`src/rtl/riscv_fetch_unit.sv`:
```
// Instruction fetch stage: owns the PC, issues requests to a 1-cycle synchronous IMEM,
// and buffers returned words in a small FIFO that feeds decode over valid/ready.
module riscv_fetch_unit #(
    parameter int              XLEN       = 32,
    parameter logic [XLEN-1:0] RESET_PC   = '0,
    parameter int              FIFO_DEPTH = 2
) (
    input  logic            clk,
    input  logic            reset,
    output logic            imem_req,
    output logic [XLEN-1:0] imem_addr,
    input  logic [XLEN-1:0] imem_rdata,
    input  logic            redirect_valid,
    input  logic [XLEN-1:0] redirect_pc,
    output logic            out_valid,
    input  logic            out_ready,
    output logic [XLEN-1:0] out_pc,
    output logic [XLEN-1:0] out_instr
);

    localparam int PTR_W = (FIFO_DEPTH > 1) ? $clog2(FIFO_DEPTH) : 1;
    localparam int CNT_W = PTR_W + 1;

    logic [XLEN-1:0]  fetch_pc_q, fetch_pc_d;
    logic             inflight_q, inflight_d;
    logic [XLEN-1:0]  inflight_pc_q, inflight_pc_d;
    logic [PTR_W-1:0] rd_ptr_q, rd_ptr_d;
    logic [PTR_W-1:0] wr_ptr_q, wr_ptr_d;
    logic [CNT_W-1:0] count_q, count_d;
    logic [XLEN-1:0]  fifo_pc_q    [FIFO_DEPTH];
    logic [XLEN-1:0]  fifo_instr_q [FIFO_DEPTH];

    logic [CNT_W:0]   occupancy;
    logic             issue;
    logic             push;
    logic             pop;
    logic             unused_redirect_lsbs;

    assign unused_redirect_lsbs = ^redirect_pc[1:0];

    // A slot is reserved at issue time; a same-cycle pop is deliberately not credited,
    // which keeps out_ready off the imem_req path.
    assign occupancy = {1'b0, count_q} + {{CNT_W{1'b0}}, inflight_q};
    assign issue     = !reset && !redirect_valid && (occupancy < (CNT_W + 1)'(FIFO_DEPTH));
    assign push      = inflight_q && !redirect_valid && !reset;
    assign pop       = out_valid && out_ready;

    assign imem_req  = issue;
    assign imem_addr = fetch_pc_q;
    assign out_valid = !reset && (count_q != '0);
    assign out_pc    = reset ? '0 : fifo_pc_q[rd_ptr_q];
    assign out_instr = reset ? '0 : fifo_instr_q[rd_ptr_q];

    always_comb begin
        fetch_pc_d    = fetch_pc_q;
        inflight_d    = issue;
        inflight_pc_d = inflight_pc_q;
        rd_ptr_d      = rd_ptr_q;
        wr_ptr_d      = wr_ptr_q;
        count_d       = count_q;
        if (issue) begin
            fetch_pc_d    = fetch_pc_q + XLEN'(4);
            inflight_pc_d = fetch_pc_q;
        end
        if (redirect_valid) begin
            // Flush everything; the pending response (if any) is dropped via push=0.
            fetch_pc_d = {redirect_pc[XLEN-1:2], 2'b00};
            rd_ptr_d   = '0;
            wr_ptr_d   = '0;
            count_d    = '0;
        end else begin
            if (push) wr_ptr_d = wr_ptr_q + PTR_W'(1);
            if (pop)  rd_ptr_d = rd_ptr_q + PTR_W'(1);
            count_d = count_q + CNT_W'(push) - CNT_W'(pop);
        end
    end

    always_ff @(posedge clk) begin
        if (reset) begin
            fetch_pc_q <= RESET_PC;
            inflight_q <= 1'b0;
            rd_ptr_q   <= '0;
            wr_ptr_q   <= '0;
            count_q    <= '0;
        end else begin
            fetch_pc_q <= fetch_pc_d;
            inflight_q <= inflight_d;
            rd_ptr_q   <= rd_ptr_d;
            wr_ptr_q   <= wr_ptr_d;
            count_q    <= count_d;
        end
    end

    // Datapath storage carries no reset; validity is tracked by count_q/inflight_q.
    always_ff @(posedge clk) begin
        inflight_pc_q <= inflight_pc_d;
        if (push) begin
            fifo_pc_q[wr_ptr_q]    <= inflight_pc_q;
            fifo_instr_q[wr_ptr_q] <= imem_rdata;
        end
    end

endmodule
```
`config.mk`:
```
export PLATFORM = sky130hd
export DESIGN_NAME = riscv_fetch_unit
export DESIGN_NICKNAME = d
export VERILOG_FILES = /design/src/rtl/riscv_fetch_unit.sv
export SDC_FILE = /design/constraint.sdc
export NUM_CORES = 1
export LEC_CHECK = 0
export ABC_AREA = 1
export CAP_MARGIN = 20
export CORE_ASPECT_RATIO = 1.25
export CORE_MARGIN = 2
export CORE_UTILIZATION = 51
export CTS_CLUSTER_SIZE = 12
export DETAILED_ROUTE_END_ITERATION = 6
export PLACE_DENSITY = 0.8
export SYNTH_ARGS = -nofsm -noshare
export SYNTH_HDL_FRONTEND = slang
export SYNTH_SLANG_ARGS = --single-unit
```
`constraint.sdc`:
```
create_clock -name clk -period 5.95 [get_ports clk]
set_input_delay 1.19 -clock clk [delete_from_list [all_inputs] [get_ports clk]]
set_output_delay 1.19 -clock clk [all_outputs]
set_load 0.01 [all_outputs]
```
# Word level (Yosys, flattened, before mapping)
# Memories as Yosys holds them, arrays and structs flattened. A register that Yosys moved wholly into a read port is not among the register bits.
# Index checks and enable logic that the tools add are counted.
# Widths: inputs -> output; s select.
[totals]
register_bits = 69
ram_bits = 128
in_bits = 68
out_inout_bits = 98
elab_cells = 37
mem_count = 2
[mem_list]
columns = ["memory", "depth", "word_bits", "rd", "rd_ports_with_merged_regs", "wr", "line", "rtl"]
rows = [
  ["fifo_instr_q", 2, 32, 1, 1, 1, "31", "logic [XLEN-1:0] fifo_instr_q [FIFO_DEPTH];"],
  ["fifo_pc_q", 2, 32, 1, 1, 1, "30", "logic [XLEN-1:0] fifo_pc_q [FIFO_DEPTH];"],
]
[classes]
n_addsub = 6
order_cmp = 1
muxes = 10
reduce_logical = 11
[op_table]
columns = ["cell", "n"]
rows = [
  ["$mux 32", 4],
  ["$add 32x3->32 const B", 1],
  ["$logic_and 1x1->1", 6],
  ["$mux 1", 6],
  ["$reduce_bool 2->1", 2],
  ["$add 2x1->3", 1],
  ["$lt 3x2->1 const B", 1],
  ["$add 1x1->1 const B", 2],
  ["$add 2x1->2", 1],
  ["$logic_not 1->1", 2],
  ["$reduce_or 2->1", 1],
  ["$sub 2x1->2", 1],
]

# Logic depth before layout (Yosys ltp)
[logic_depth]
depth_word = 5
mapped_depth = 10
ltp_nobuf = 10

# Worst setup path before layout
# Ideal clock, no wire load.
[synth_path]
kind = "input -> register"
startpoint = "input redirect_valid"
endpoint = "memory fifo_instr_q[1][0], enable pin"
t_arrival_ps = 4035
required_ps = 5466
slack_ps = 1431
path_stages = 3
path_cell_list = "nor2_4 > nand2_1 > nor2_1"
[synth_between]
elab_chain_len = 5
[synth_rtl]
columns = ["element", "line", "rtl"]
rows = [
  ["start, declared", "13", "input logic redirect_valid,"],
  ["$logic_not 1->1", "45", "assign push = inflight_q && !redirect_valid && !reset;"],
  ["$logic_and 1x1->1 (2 in a row)", "45", ""],
  ["$mux 1", "97", "if (push) begin"],
  ["$mux 1 (implied by the code)", "99", "fifo_instr_q[wr_ptr_q] <= imem_rdata;"],
  ["end, declared", "31", ""],
]
# No other way between the ends.

# Worst setup path after layout
[layout_path]
startpoint = "input reset"
endpoint = "output out_pc[18]"
[layout_between]
elab_chain_len = 1
[layout_rtl]
columns = ["element", "line", "rtl"]
rows = [
  ["start, declared", "9", "input logic reset,"],
  ["$mux 32", "51", "assign out_pc = reset ? '0 : fifo_pc_q[rd_ptr_q];"],
  ["end, declared", "17", "output logic [XLEN-1:0] out_pc,"],
]
# No other way between the ends.

==> results.cfg <==
[die]
core_area_mm2 = 0.0151
fp.dieArea_mm2 = 0.0165
start_util = 0.524
die_h_um = 143
num_rows = 50
num_io_pins = 166
chipWidth_um = 115

[min_path]
whs_path_depth = 0
hold_class = flop to flop

[grt]
overflow = 0
grtUsageTotal = 0.217
grt_most_used_layer = met2
met3_usage = 0.0407
grt_use_met1 = 0.260
first_global_vias = 5495
grt_max_degree = 64
antenna_found_initial = 0
use_met2 = 0.381
grt_first_pass_wirelength_mm = 27.6

[routing]
wire_per_inst_um = 15.7
initialDrtViolationCount = 452
antenna_violating_nets_post_route = 0
dr.pass1.iters = 5
routed_wl_mm = 17.7
viasPerCell = 5.07
via_count = 5712
remaining_drc_errors = 0

[place]
post-dp-hpwl_mm = 11.2
gp_congestion = 0.907
post-place-cells = 1094
port_buffers = 159

[synthesis]
yosysUniqueCellTypes = 37
ys.flop_type = edfxtp_1
synth-edff-count = 154
synth-adder-area-share = 0.00475
synth_compound_area_frac = 0.0787
synth_commonest_cells = nor2_1 (172), edfxtp_1 (154), nand2_1 (119)
syn_area_mm2 = 0.00790
ys_ff_latch = 190
synth_top_area_frac = 0.585
synth_most_common_cell = nor2_1
syn-instance-count = 754
synth-xor-area-share = 0.00997
synth.mux.area_fraction = 0
synth-simple-area-share = 0.185
ys_seq_area_frac = 0.676
syn_area_per_cell_um2 = 10.5
yosysTopAreaCell = edfxtp_1
synthArstFlopShare = 0
synthTopCellsByArea = edfxtp_1 (59%), dfxtp_1 (9.1%), nor2_1 (8.2%)
synth_top_family_by_area = simple AND/OR/NAND/NOR gates
yosys_warnings = 0

[clocking]
clock-sinks = 190
path_clk_slew_ns = 0.07
cts_tree = yes
cts_buffer_depth = 2
cts-htree-levels = 4
cts_root_buf = clkbuf_16
post-cts-setup-buffers = 0
insertion_delay_ns = 0.42
hold_buffers = 0
post_cts_resized = 0
cts_buffers = 17

[sta]
timing.fmax_mhz = 221
maxSlewHeadroom = 0.367
fin_setup_tns_ns = 0
hold_viol_final = 0
period_needed_ns = 4.53
drv_slew = 0
whs_ns = 0.447
fin_skew_ns = 0.00763
worstMarginPinSlew_ns = 0.948
finalSetupViolCount = 0
rsz0062_at_grt = false
min_period_over_period = 0.761

[layout]
num-nets-final = 977
fin_cells = 1127
diodes = 0
fillers = 1123
final_util = 0.683
syn_to_final_growth_pct = 30.3
drive_above_1_share = 0.0686

[power]
ir_drop_mv = 0.178
powerDensity_mw_per_mm2 = 280
leakage_uw = 0.00366
finalPower_uw = 2880

[setup_path]
path_class = primary input to output port
worstPathRequired_ns = 4.76
critPathMaxFanout = 63
rr_worst_depth = 3
end_kind = output port
worstSetupStartpointType = primary input
crit_arrival_ns = 3.34

[flow_run]
maxCapViolCount = 0

[status]
outcome = complete, no violations
==> sequential cells by signal, indices dropped and copies added, names as in the netlist, named ones only <==
register / cells
count_q: 2
fifo_instr_q: 64
fifo_pc_q: 60
imem_addr: 30
inflight_pc_q: 30
inflight_q: 1
rd_ptr_q: 1
wr_ptr_q: 1
==> routing by layer <==
| layer | wire, um | up-vias |
|---|---|---|
| met1 | 7020 | 2655 |
| met3 | 968 | 28 |
| met2 | 9230 | 177 |
| met4 | 438 | 0 |
| li1 | - | 2852 |
| met5 | 0 | - |
==> stage by stage <==
stage	instance area, um^2	setup slack (ns)
5_1_grt	10300	1.20
2_1_floorplan	7910	1.43
6_report	10300	1.42
3_3_place_gp	9660	1.46
4_1_cts	10300	1.37
3_5_place_dp	9660	1.37
==> cell type report <==
cell class | count | area (um^2) | share of cell area
multi-input combinational | 481 | 2230 | 0.216
clock buffer | 17 | 425 | 0.0413
clock inverter | 15 | 186 | 0.0181
timing repair buffer | 167 | 1660 | 0.162
tap | 208 | 260 | 0.0253
sequential | 190 | 5350 | 0.519
inverter | 49 | 184 | 0.0179
==> worst max-delay path, cell delays in order <==
cell and delay, ns:
clkdlybuf4s50_1 0.43, inv_2 0.70, o21ai_0 0.24, nor2_1 0.16, clkdlybuf4s50_1 0.60
==> cells in the final DEF, fill, tap and decap left out, types with 2 or more instances in the layout <==
master,synthesis,layout
a211oi_1,2,2
a21oi_1,19,19
a22o_1,5,5
a31oi_1,8,8
buf_4,4,7
bufinv_16,0,3
clkbuf_16,0,17
clkdlybuf4s50_1,0,159
clkinv_1,0,3
clkinv_4,0,3
clkinvlp_4,0,3
conb_1,1,4
dfxtp_1,36,35
edfxtp_1,154,154
ha_1,3,3
inv_1,46,45
inv_2,3,3
inv_6,0,2
inv_8,0,2
nand2_1,119,119
nand2_2,4,4
nand3_1,33,33
nor2_1,172,170
nor2_2,5,5
nor2_4,5,7
nor3_1,6,6
o211ai_1,3,3
o21ai_0,72,72
or2_2,2,2
xnor2_1,3,3
xor2_1,6,6
==> worst paths after layout <==
| path | slack, ns | startpoint | end |
|---|---|---|---|
| setup / recovery | 1.42 | reset | out_pc[18] |
| hold / removal | 0.45 | inflight_pc_q[28] | fifo_pc_q[0][28] |
| setup reg to reg | 3.88 | inflight_q | fifo_instr_q[0][15] |
| hold reg to reg | 0.45 | inflight_pc_q[28] | fifo_pc_q[0][28] |
==> power breakdown <==
group          internal (uW)  leakage (uW)  switching, uW
Clock                    669      0.000289            494
Sequential              1470       0.00170           31.3
Combinational            112       0.00167            103
Total                   2250       0.00366            628
==> logic make-up after synthesis <==
family	Yosys count
other	1
AND/OR/NAND/NOR	351
adder cells (fa/ha/maj)	3
flip-flops	190
XOR/XNOR	9
AO/OA/AOI/OAI	114
buffers and inverters	86
Note: power is estimated with default switching activity, not from simulation.
